**config.mk**
```make
export PLATFORM = sky130hd
export DESIGN_NAME = spi_flash_responder_flat
export DESIGN_NICKNAME = d
export VERILOG_FILES = /design/src/rtl/spi_flash_pkg.sv /design/src/rtl/spi_flash_responder_if.sv /design/src/rtl/spi_sync_edge.sv /design/src/rtl/spi_flash_responder.sv /design/src/flat_wrapper.sv
export SDC_FILE = /design/constraint.sdc
export NUM_CORES = 1
export LEC_CHECK = 0
export BUFFER_PORTS_ARGS = -buffer_cell sky130_fd_sc_hd__buf_2
export CORE_MARGIN = 8
export CORE_UTILIZATION = 30
export CTS_BUF_LIST = sky130_fd_sc_hd__clkbuf_4
export DETAILED_ROUTE_END_ITERATION = 12
export GPL_TIMING_DRIVEN = 1
export PLACE_DENSITY = 0.6
export SLEW_MARGIN = 40
export SYNTH_ARGS = -nofsm -noshare
export SYNTH_HDL_FRONTEND = slang
export SYNTH_SLANG_ARGS = --single-unit
```
**constraint.sdc**
```tcl
create_clock -name CLK -period 2.17 [get_ports CLK]
set_input_delay 0.217 -clock CLK [delete_from_list [all_inputs] [get_ports CLK]]
set_output_delay 0.217 -clock CLK [all_outputs]
set_load 0.02 [all_outputs]
```
**src/rtl/spi_flash_pkg.sv**
```systemverilog
// Shared opcodes and FSM state encoding for the SPI NOR-flash responder.
package spi_flash_pkg;

    localparam logic [7:0] OP_READ = 8'h03;
    localparam logic [7:0] OP_PD   = 8'hB9;
    localparam logic [7:0] OP_RPD  = 8'hAB;

    localparam int unsigned CNT_W = 5;

    typedef enum logic [2:0] {
        ST_IDLE   = 3'd0,
        ST_CMD    = 3'd1,
        ST_ADDR   = 3'd2,
        ST_DATA   = 3'd3,
        ST_IGNORE = 3'd4
    } state_e;

endpackage

```
**src/rtl/spi_flash_responder_if.sv**
```systemverilog
// SPI pad and byte-wide memory port bundle between the responder and its environment.
interface spi_flash_responder_if #(
    parameter int unsigned ADDR_W = 24
);
    logic              SPI_SCK;
    logic              SPI_CSX;
    logic              SPI_SDO;
    logic              SPI_SDI;
    logic              SPI_SDI_OE;
    logic [ADDR_W-1:0] MEM_ADDR;
    logic              MEM_RD;
    logic [7:0]        MEM_DATA;
    logic              SLEEP;

    modport master (
        output SPI_SCK, SPI_CSX, SPI_SDO, MEM_DATA,
        input  SPI_SDI, SPI_SDI_OE, MEM_ADDR, MEM_RD, SLEEP
    );

    modport slave (
        input  SPI_SCK, SPI_CSX, SPI_SDO, MEM_DATA,
        output SPI_SDI, SPI_SDI_OE, MEM_ADDR, MEM_RD, SLEEP
    );
endinterface

```
**src/rtl/spi_sync_edge.sv**
```systemverilog
// Two-flop synchronizer for an asynchronous pad plus single-cycle rise/fall pulses.
module spi_sync_edge (
    input  logic CLK,
    input  logic RSTX,
    input  logic din,
    output logic rise,
    output logic fall
);
    // [1:0] is the synchronizer, [2] holds the previous synchronized level.
    // Resetting low means a CSX still held low when reset releases never looks like a fall.
    logic [2:0] sync_r;

    // Synchronizer and edge history shift chain.
    always_ff @(posedge CLK or negedge RSTX) begin
        if (!RSTX) begin
            sync_r <= 3'b000;
        end else begin
            sync_r <= {sync_r[1:0], din};
        end
    end

    assign rise = sync_r[1] & ~sync_r[2];
    assign fall = ~sync_r[1] & sync_r[2];

endmodule

```
**src/rtl/spi_flash_responder.sv**
```systemverilog
// SPI mode-0 responder emulating READ / power-down / release-power-down of a serial NOR flash.
module spi_flash_responder
    import spi_flash_pkg::*;
#(
    parameter int unsigned ADDR_W = 24
) (
    input  logic                  CLK,
    input  logic                  RSTX,
    spi_flash_responder_if.slave  bus
);

    logic              sck_rise_s;
    logic              sck_fall_s;
    logic              csx_rise_s;
    logic              csx_fall_s;
    logic [1:0]        sdo_sync_r;
    logic              sdo_s;

    state_e            state_r;
    state_e            state_s;
    logic [CNT_W-1:0]  bit_cnt_r;
    logic [CNT_W-1:0]  bit_cnt_s;
    logic [23:0]       addr_r;
    logic [23:0]       addr_s;
    logic [7:0]        shift_r;
    logic [7:0]        shift_s;
    logic              sleep_r;
    logic              sleep_s;
    logic              sdi_r;
    logic              sdi_s;
    logic              sdi_bit_s;
    logic              sdi_oe_r;
    logic              sdi_oe_s;
    logic              mem_rd_r;
    logic              mem_rd_s;
    logic [ADDR_W-1:0] mem_addr_r;
    logic [ADDR_W-1:0] mem_addr_s;
    logic              load_r;
    logic [7:0]        opcode_s;

    spi_sync_edge u_sck_sync (
        .CLK  (CLK),
        .RSTX (RSTX),
        .din  (bus.SPI_SCK),
        .rise (sck_rise_s),
        .fall (sck_fall_s)
    );

    spi_sync_edge u_csx_sync (
        .CLK  (CLK),
        .RSTX (RSTX),
        .din  (bus.SPI_CSX),
        .rise (csx_rise_s),
        .fall (csx_fall_s)
    );

    // Two-flop synchronizer for the controller data line.
    always_ff @(posedge CLK or negedge RSTX) begin
        if (!RSTX) begin
            sdo_sync_r <= 2'b00;
        end else begin
            sdo_sync_r <= {sdo_sync_r[0], bus.SPI_SDO};
        end
    end

    assign sdo_s = sdo_sync_r[1];
    // Opcode bits are shifted through the address register; its low byte holds the opcode.
    assign opcode_s = {addr_r[6:0], sdo_s};

    // Next-state and datapath decode; CSX edges take priority over SCK edges.
    always_comb begin
        state_s    = state_r;
        bit_cnt_s  = bit_cnt_r;
        addr_s     = addr_r;
        sleep_s    = sleep_r;
        sdi_bit_s  = sdi_r;
        mem_rd_s   = 1'b0;
        mem_addr_s = mem_addr_r;
        if (load_r && (state_r == ST_DATA)) begin
            shift_s = bus.MEM_DATA;
        end else begin
            shift_s = shift_r;
        end

        if (csx_rise_s) begin
            state_s = ST_IDLE;
        end else if (csx_fall_s) begin
            state_s   = ST_CMD;
            bit_cnt_s = 5'd0;
        end else begin
            case (state_r)
                ST_CMD: begin
                    if (sck_rise_s) begin
                        addr_s    = {addr_r[22:0], sdo_s};
                        bit_cnt_s = bit_cnt_r + 5'd1;
                        if (bit_cnt_r == 5'd7) begin
                            state_s = ST_IGNORE;
                            // While asleep only release-power-down has an effect.
                            case (opcode_s)
                                OP_READ: state_s = sleep_r ? ST_IGNORE : ST_ADDR;
                                OP_PD:   sleep_s = 1'b1;
                                OP_RPD:  sleep_s = 1'b0;
                                default: sleep_s = sleep_r;
                            endcase
                        end else begin
                            state_s = ST_CMD;
                        end
                    end else begin
                        state_s = ST_CMD;
                    end
                end
                ST_ADDR: begin
                    if (sck_rise_s) begin
                        addr_s    = {addr_r[22:0], sdo_s};
                        bit_cnt_s = bit_cnt_r + 5'd1;
                        if (bit_cnt_r == 5'd31) begin
                            state_s    = ST_DATA;
                            mem_rd_s   = 1'b1;
                            mem_addr_s = ADDR_W'(addr_s);
                        end else begin
                            state_s = ST_ADDR;
                        end
                    end else begin
                        state_s = ST_ADDR;
                    end
                end
                ST_DATA: begin
                    if (sck_rise_s) begin
                        bit_cnt_s = bit_cnt_r + 5'd1;
                        // Last bit of a byte: prefetch the following byte.
                        if (bit_cnt_r[2:0] == 3'd7) begin
                            addr_s     = addr_r + 24'd1;
                            mem_rd_s   = 1'b1;
                            mem_addr_s = ADDR_W'(addr_s);
                        end else begin
                            mem_rd_s = 1'b0;
                        end
                    end else if (sck_fall_s) begin
                        sdi_bit_s = shift_r[7];
                        shift_s   = {shift_r[6:0], 1'b0};
                    end else begin
                        sdi_bit_s = sdi_r;
                    end
                end
                ST_IDLE:   state_s = ST_IDLE;
                ST_IGNORE: state_s = ST_IGNORE;
                default:   state_s = ST_IDLE;
            endcase
        end

        sdi_oe_s = (state_s == ST_DATA);
        sdi_s    = sdi_oe_s & sdi_bit_s;
    end

    // State, datapath and output registers.
    always_ff @(posedge CLK or negedge RSTX) begin
        if (!RSTX) begin
            state_r    <= ST_IDLE;
            bit_cnt_r  <= 5'd0;
            addr_r     <= 24'd0;
            shift_r    <= 8'd0;
            sleep_r    <= 1'b0;
            sdi_r      <= 1'b0;
            sdi_oe_r   <= 1'b0;
            mem_rd_r   <= 1'b0;
            mem_addr_r <= {ADDR_W{1'b0}};
            load_r     <= 1'b0;
        end else begin
            state_r    <= state_s;
            bit_cnt_r  <= bit_cnt_s;
            addr_r     <= addr_s;
            shift_r    <= shift_s;
            sleep_r    <= sleep_s;
            sdi_r      <= sdi_s;
            sdi_oe_r   <= sdi_oe_s;
            mem_rd_r   <= mem_rd_s;
            mem_addr_r <= mem_addr_s;
            load_r     <= mem_rd_r;
        end
    end

    assign bus.SPI_SDI    = sdi_r;
    assign bus.SPI_SDI_OE = sdi_oe_r;
    assign bus.MEM_RD     = mem_rd_r;
    assign bus.MEM_ADDR   = mem_addr_r;
    assign bus.SLEEP      = sleep_r;

endmodule

```
**src/flat_wrapper.sv**
```systemverilog
// flat-port wrapper written by rule: the top's interface ports become plain ports
module spi_flash_responder_flat import spi_flash_pkg::*;
#(
    parameter int unsigned ADDR_W = 24
)
  (CLK, RSTX, bus_SPI_SCK, bus_SPI_CSX, bus_SPI_SDO, bus_MEM_DATA, bus_SPI_SDI, bus_SPI_SDI_OE, bus_MEM_ADDR, bus_MEM_RD, bus_SLEEP);
  spi_flash_responder_if #(.ADDR_W(ADDR_W)) bus_i ();
  input  logic CLK;
  input  logic RSTX;
  input wire logic [$bits(bus_i.SPI_SCK)-1:0] bus_SPI_SCK;
  input wire logic [$bits(bus_i.SPI_CSX)-1:0] bus_SPI_CSX;
  input wire logic [$bits(bus_i.SPI_SDO)-1:0] bus_SPI_SDO;
  input wire logic [$bits(bus_i.MEM_DATA)-1:0] bus_MEM_DATA;
  output wire logic [$bits(bus_i.SPI_SDI)-1:0] bus_SPI_SDI;
  output wire logic [$bits(bus_i.SPI_SDI_OE)-1:0] bus_SPI_SDI_OE;
  output wire logic [$bits(bus_i.MEM_ADDR)-1:0] bus_MEM_ADDR;
  output wire logic [$bits(bus_i.MEM_RD)-1:0] bus_MEM_RD;
  output wire logic [$bits(bus_i.SLEEP)-1:0] bus_SLEEP;
  assign bus_i.SPI_SCK = bus_SPI_SCK;
  assign bus_i.SPI_CSX = bus_SPI_CSX;
  assign bus_i.SPI_SDO = bus_SPI_SDO;
  assign bus_i.MEM_DATA = bus_MEM_DATA;
  assign bus_SPI_SDI = bus_i.SPI_SDI;
  assign bus_SPI_SDI_OE = bus_i.SPI_SDI_OE;
  assign bus_MEM_ADDR = bus_i.MEM_ADDR;
  assign bus_MEM_RD = bus_i.MEM_RD;
  assign bus_SLEEP = bus_i.SLEEP;
  spi_flash_responder #(.ADDR_W(ADDR_W)) u_core (.CLK(CLK), .RSTX(RSTX), .bus(bus_i));
endmodule
```
==> results.cfg, run 1 <==
[synthesis]
synth-simple-area-share = 0.197
syn-num-nets = 487
synth_top_family_by_area = compound AO/OA/AOI/OAI gates
ys_seq_area_frac = 0.463
synth.most_common_cell = dfrtp_1
synthCells = 468
synth.mux.area_fraction = 0.0406
yosys.area_share.xor_xnor = 0.00421
synthArstFlopShare = 1.00
synthTopCellsByArea = dfrtp_1 46%, a21oi_1 6.0%, nand2_1 4.6%
syn_area_um2 = 4170
ys_ff_latch = 77
yosys_warnings = 0
synth_top_cell_by_area = dfrtp_1
postSynthAreaPerCell_um2 = 8.90
ys_types = 53
synth_common_cells = 77 x dfrtp_1, 51 x nand2_1, 50 x a21oi_1, 36 x nor2_1, 35 x o21ai_0
synthAdderAreaFrac = 0.0180
synth-edff-count = 0
synth_compound_area_frac = 0.224
yosysTopAreaCellShare = 0.463
synth_ff_type = dfrtp_1

[die]
die_h_um = 134
initial_core_util = 0.304
die_area_um2 = 17900
fp-row-count = 43
core_um2 = 13700
die_x_um = 134
pin_count = 41

[setup_path]
reg2regPathDepth = 5
crit_slowest_cell = or4_4
startpoint_type = register
critPathKind = register to register
critPathMaxFanout = 6
crit_path_cell_trace = ha_4 -> nand4_2 -> or4_4 -> or4_1 -> a32o_1
endpoint_kind = register
slowest_delay_ps = 600
required_ps = 2510
arrival_ps = 2430

[routing]
routedWlPerCell_um = 15.9
drt-pass1-iter-count = 5
drc = 0
drt_iter0_drc = 341
viasPerCell = 5.37
postRouteAntennaNets = 0
vias = 3829
drt-total-wl_um = 11300

[layout]
fillers = 1418
layout-drive-gt1-share = 0.209
post-route-util = 0.364
finalNetCount = 546
areaGrowthSynthToFinish_pct = 20.0
final_cell_area_um2 = 5000
multi_input_area_um2 = 2040
regArea_um2 = 1930

[placement]
place_area_um2 = 4810
place_congestion = 0.870
hpwl_um = 7920
port_buffers = 40
dp_slack_ps = 42.6

[grt]
grt_pass1_wl_um = 19000
overflow = 0
grt_use_total = 0.129
grt_pass1_vias = 3709
grt_max_degree = 52
antenna_found_initial = 1

[sta]
rsz0062_at_grt = false
fin_skew_ps = 18.0
max_freq_ghz = 0.478
tightest_slew_ps = 550
period_share = 0.964
period_minus_slack_ps = 2090
holdWs_ps = 54.0
hold_viol = 0
fin_ws_ps = 79.1
maxSlewHeadroom = 0.633
maxSlewViolCount = 0
finalSetupViolations = 0
fin_tns_setup_ps = 0

[clock_tree]
clk_latency_ps = 440
cts_buffers = 9
clkTransAtPathRegs_ps = 130
cts-htree-levels = 3
cts_setup_buffers = 0
cts_buffer_depth = 2
cts_tree = done
clock-sinks = 77
cts_root_buf = clkbuf_4

[status]
outcome = finished, final reports clean

[pwr]
p_leak_nw = 2.19
power_density_nw_per_um2 = 607
max-vdd-ir-drop_mv = 0.307

[min_path]
whs_path_depth = 3
hp-class = input port to register

[job]
max-cap-violations = 0
==> cells in the final DEF, fill, tap and decap left out, drive strengths merged, types with 4 or more instances in the layout <==
| cell type | count |
|---|---|
| o41ai | 4 |
| nand3 | 14 |
| nor4 | 8 |
| buf | 83 |
| inv | 14 |
| a311oi | 4 |
| a21oi | 50 |
| o22ai | 5 |
| nor3 | 18 |
| dfrtp | 77 |
| and3 | 7 |
| dlygate4sd3 | 4 |
| o21ai | 36 |
| nand4 | 7 |
| mux2i | 9 |
| a31oi | 6 |
| a32o | 5 |
| nor2 | 36 |
| o31ai | 5 |
| ha | 6 |
| a22o | 4 |
| mux2 | 7 |
| or4 | 5 |
| clkinv | 4 |
| and4 | 4 |
| nand2 | 51 |
| a21o | 5 |
| a211oi | 7 |
| clkbuf | 11 |
==> what timing repair did <==
action | in CTS | in global routing
resized for setup | 0 | 3
setup endpoints to repair | 0 | 5
hold buffers | 4 | 0
hold endpoints to repair | 41 | 0
==> routing by layer <==
layer  GRT usage  part of all wire  up-vias
met5           0                 0        -
met4      0.0530             0.015        0
met3      0.0258             0.039       15
met2       0.196              0.47       89
met1       0.175              0.48     1885
li1            -                 -     1840
==> kinds of logic (layout without fill, tap and decap cells) <==
kind of cell | count (synthesis) | count (layout)
and+or+nand+nor | 165 | 165
AOI/OAI and AO/OA | 149 | 149
DFF | 77 | 77
buffers and inverters | 53 | 117
muxes | 16 | 16
adders and majority gates | 6 | 6
xor gates and xnor gates | 2 | 2
other | 0 | 1
==> path summary, 6_finish.rpt <==
| check | startpoint | endpoint | slack [ps] |
|---|---|---|---|
| worst max-delay path | u_core.addr_r[1]$_DFFE_PN0P_ | u_core.bus.MEM_ADDR[22]$_DFFE_PN0P_ | 80 |
| worst min-delay path | bus_MEM_DATA[0] | u_core.shift_r[0]$_DFF_PN0_ | 50 |
| worst max register to register | u_core.addr_r[1]$_DFFE_PN0P_ | u_core.bus.MEM_ADDR[22]$_DFFE_PN0P_ | 80 |
| worst min register to register | u_core.u_csx_sync.sync_r[0]$_DFF_PN0_ | u_core.u_csx_sync.sync_r[1]$_DFF_PN0_ | 360 |
| max in group asynchronous | RSTX | u_core.addr_r[18]$_DFFE_PN0P_ | 1280 |
| min in group asynchronous | RSTX | u_core.sdo_sync_r[1]$_DFF_PN0_ | 290 |
==> layout make-up <==
class / instances / area share
sequential: 77 / 0.385
multi-input combinational: 338 / 0.409
timing repair buffer: 87 / 0.123
tap: 180 / 0.0451
clock buffer: 11 / 0.0165
inverter: 14 / 0.0105
antenna: 1 / 0.000501
clock inverter: 5 / 0.0103
==> power breakdown <==
| group | leakage, nW | internal (W) | switching [W] |
|---|---|---|---|
| logic | 1.11 | 0.000237 | 0.000317 |
| clock network | 0.0759 | 0.000371 | 0.000514 |
| registers | 1.01 | 0.00151 | 0.0000856 |
| total | 2.19 | 0.00212 | 0.000917 |
==> per-stage QoR <==
stage | cells | total power (W)
2_1_floorplan | 468 | 0.00195
3_3_place_gp | 692 | 0.00214
3_5_place_dp | 692 | 0.00217
4_1_cts | 712 | 0.00305
5_1_grt | 713 | 0.00319
6_report | 713 | 0.00303
==> registers in the layout (all words and copies together) (netlist names) <==
signal,count
u_core.addr_r,24
u_core.bit_cnt_r,5
u_core.bus.MEM_ADDR,24
u_core.bus.MEM_RD,1
u_core.bus.SLEEP,1
u_core.bus.SPI_SDI,1
u_core.bus.SPI_SDI_OE,1
u_core.load_r,1
u_core.sdo_sync_r,2
u_core.shift_r,8
u_core.state_r,3
u_core.u_csx_sync.sync_r,3
u_core.u_sck_sync.sync_r,3
==> critical path, delay by kind of cell (launching register included) <==
kind	cells	cell delay (ps)
adders and majority gates	1	160
DFF	1	440
and+or+nand+nor	3	1160
AOI/OAI and AO/OA	1	230
Power figures use the tool's default switching activity.
==> inputs of run 2 (changes only) <==
--- a/config.mk
+++ b/config.mk
@@ -6,12 +6,14 @@
 export NUM_CORES = 1
 export LEC_CHECK = 0
 export BUFFER_PORTS_ARGS = -buffer_cell sky130_fd_sc_hd__buf_2
+export CELL_PAD_IN_SITES_DETAIL_PLACEMENT = 0
+export CELL_PAD_IN_SITES_GLOBAL_PLACEMENT = 1
 export CORE_MARGIN = 8
 export CORE_UTILIZATION = 30
 export CTS_BUF_LIST = sky130_fd_sc_hd__clkbuf_4
 export DETAILED_ROUTE_END_ITERATION = 12
 export GPL_TIMING_DRIVEN = 1
-export PLACE_DENSITY = 0.6
+export PLACE_DENSITY = 0.71
 export SLEW_MARGIN = 40
 export SYNTH_ARGS = -nofsm -noshare
 export SYNTH_HDL_FRONTEND = slang
==> run 2 against run 1 <==
Effect of this change:
- clock power increased by 0.9%
- cell count up 0.84%
- combinational power is essentially flat
- core utilization grew 0.31 points
- register-to-register slack hardly changed
- clock skew fell by 3.3 ps
- non-clock buffer count rose by 6
- highest routed layer unchanged
==> results.cfg, run 2 (same netlist as run 1, synthesis figures left out) <==
[status]
outcome = finished, final reports clean

[die]
core_um2 = 13700
initial_core_util = 0.304
die_x_um = 134
fp-row-count = 43
die_h_um = 134
pin_count = 41
die_area_um2 = 17900

[routing]
drt_iter0_drc = 294
routedWlPerCell_um = 16.0
drc = 0
postRouteAntennaNets = 0
vias = 3806
viasPerCell = 5.29
drt-total-wl_um = 11500
drt-pass1-iter-count = 7

[setup_path]
startpoint_type = register
r2r_end = u_core.bus.MEM_ADDR[22]$_DFFE_PN0P_
critPathKind = register to register
required_ps = 2530
reg2reg_from = u_core.addr_r[1]$_DFFE_PN0P_
critPathMaxFanout = 5
arrival_ps = 2440
endpoint_kind = register
rrSetupSlack_ps = 90
reg2regPathDepth = 5

[pwr]
combPwrFrac = 0.181
intPower_w = 0.00212
power_frac_seq = 0.527
swShare = 0.306
max-vdd-ir-drop_mv = 0.224
clkPwrFrac = 0.292
power_density_nw_per_um2 = 607
design_power_total_w = 0.00306
p_sw_w = 0.000937
p_leak_nw = 2.21

[sta]
finalSetupViolations = 0
max_freq_ghz = 0.481
hold_viol = 0
fin_tns_setup_ps = 0
period_minus_slack_ps = 2080
rsz0062_at_grt = true
maxSlewHeadroom = 0.588
fin_skew_ps = 14.7
period_share = 0.959
maxSlewViolCount = 0
tightest_slew_ps = 612

[grt]
grt_use_met3 = 0.0266
grt_busiest_layer = met2
grt_pass1_wl_um = 19700
use_met2 = 0.209
overflow = 0
grt_pass1_vias = 3811
grt_use_total = 0.136
met1_usage = 0.181
antenna_found_initial = 1
grt_max_degree = 52

[clock_tree]
clock-sinks = 77
cts-htree-levels = 3
clkTransAtPathRegs_ps = 130
cts_buffers = 9
cts_tree = done
cts_buffer_depth = 2
clk_latency_ps = 450
cts_setup_buffers = 0
cts_root_buf = clkbuf_4

[layout]
layout_commonest_cell = dfrtp_1
finalNetCount = 552
fillers = 1396
areaGrowthSynthToFinish_pct = 21.0
final_cell_mix = 76 x dfrtp_1, 50 x nand2_1, 50 x a21oi_1
layout-drive-gt1-share = 0.221

[min_path]
whs_path_depth = 3
hold_end = u_core.shift_r[0]$_DFF_PN0_
hp-class = input port to register
hp-start = bus_MEM_DATA[0]

[placement]
port_buffers = 40
hpwl_um = 8290
place_congestion = 0.861

[job]
max-cap-violations = 0
[run 2: worst max-delay path by stage]
stage	end	slack, ps	from
2_1_floorplan	u_core.bus.MEM_ADDR[22]$_DFFE_PN0P_	10	u_core.addr_r[1]$_DFFE_PN0P_
3_3_place_gp	u_core.bus.MEM_ADDR[22]$_DFFE_PN0P_	120	u_core.addr_r[1]$_DFFE_PN0P_
3_5_place_dp	u_core.bus.MEM_ADDR[22]$_DFFE_PN0P_	40	u_core.addr_r[1]$_DFFE_PN0P_
4_1_cts	u_core.bus.MEM_ADDR[22]$_DFFE_PN0P_	30	u_core.addr_r[1]$_DFFE_PN0P_
5_1_grt	u_core.addr_r[16]$_DFFE_PN0P_	-20	u_core.addr_r[1]$_DFFE_PN0P_
6_report	u_core.bus.MEM_ADDR[22]$_DFFE_PN0P_	90	u_core.addr_r[1]$_DFFE_PN0P_
[run 2: critical path, stage by stage, from the launching register on]
cell and delay, ps:
dfrtp_1 460, ha_4 170, nand4_2 120, or4_4 590, or4_1 420, a32o_1 230
[run 2: routing by layer]
metal / vias to the layer above / share of wire
met5: - / 0
met4: 0 / 0.017
met3: 11 / 0.058
met2: 114 / 0.46
met1: 1834 / 0.47
li1: 1847 / -
[run 2: what timing repair did]
action                                  CTS  global route
endpoints found under the hold margin    42             0
hold buffers                              4             0
endpoints found under the setup margin    0            10
gates resized for setup                   0             5
[run 2: cell type report]
type | count | area (µm²) | share of cell area
multi-input cells | 338 | 2050 | 0.406
clock buffers | 10 | 75.1 | 0.0149
inverters | 14 | 52.6 | 0.0104
flip-flops and latches | 77 | 1930 | 0.382
diodes | 1 | 2.50 | 0.000496
repair buffers | 93 | 648 | 0.129
well taps | 180 | 225 | 0.0447
clock inverters | 6 | 63.8 | 0.0127
[run 2: stage by stage]
step / worst slack [ps] / hold slack (ps) / cell area (µm²) / utilization / instances
finish: 89.6 / 42.8 / 5040 / 0.367 / 719
CTS: 31.3 / 18.0 / 5020 / 0.366 / 718
detailed placement: 44.0 / 235 / 4840 / 0.353 / 698
global placement: 117 / 229 / 4840 / 0.353 / 698
floorplan: 12.3 / -78.6 / 4180 / - / 468
global route: -17.9 / 16.9 / 5040 / 0.367 / 719
[run 2: power by group through the flow]
stage | clock, W | combinational [W] | sequential (W)
2_1_floorplan | 0 | 0.000351 | 0.00160
3_3_place_gp | 0 | 0.000537 | 0.00163
3_5_place_dp | 0 | 0.000546 | 0.00164
4_1_cts | 0.000928 | 0.000555 | 0.00161
5_1_grt | 0.00100 | 0.000626 | 0.00162
6_report | 0.000893 | 0.000555 | 0.00161
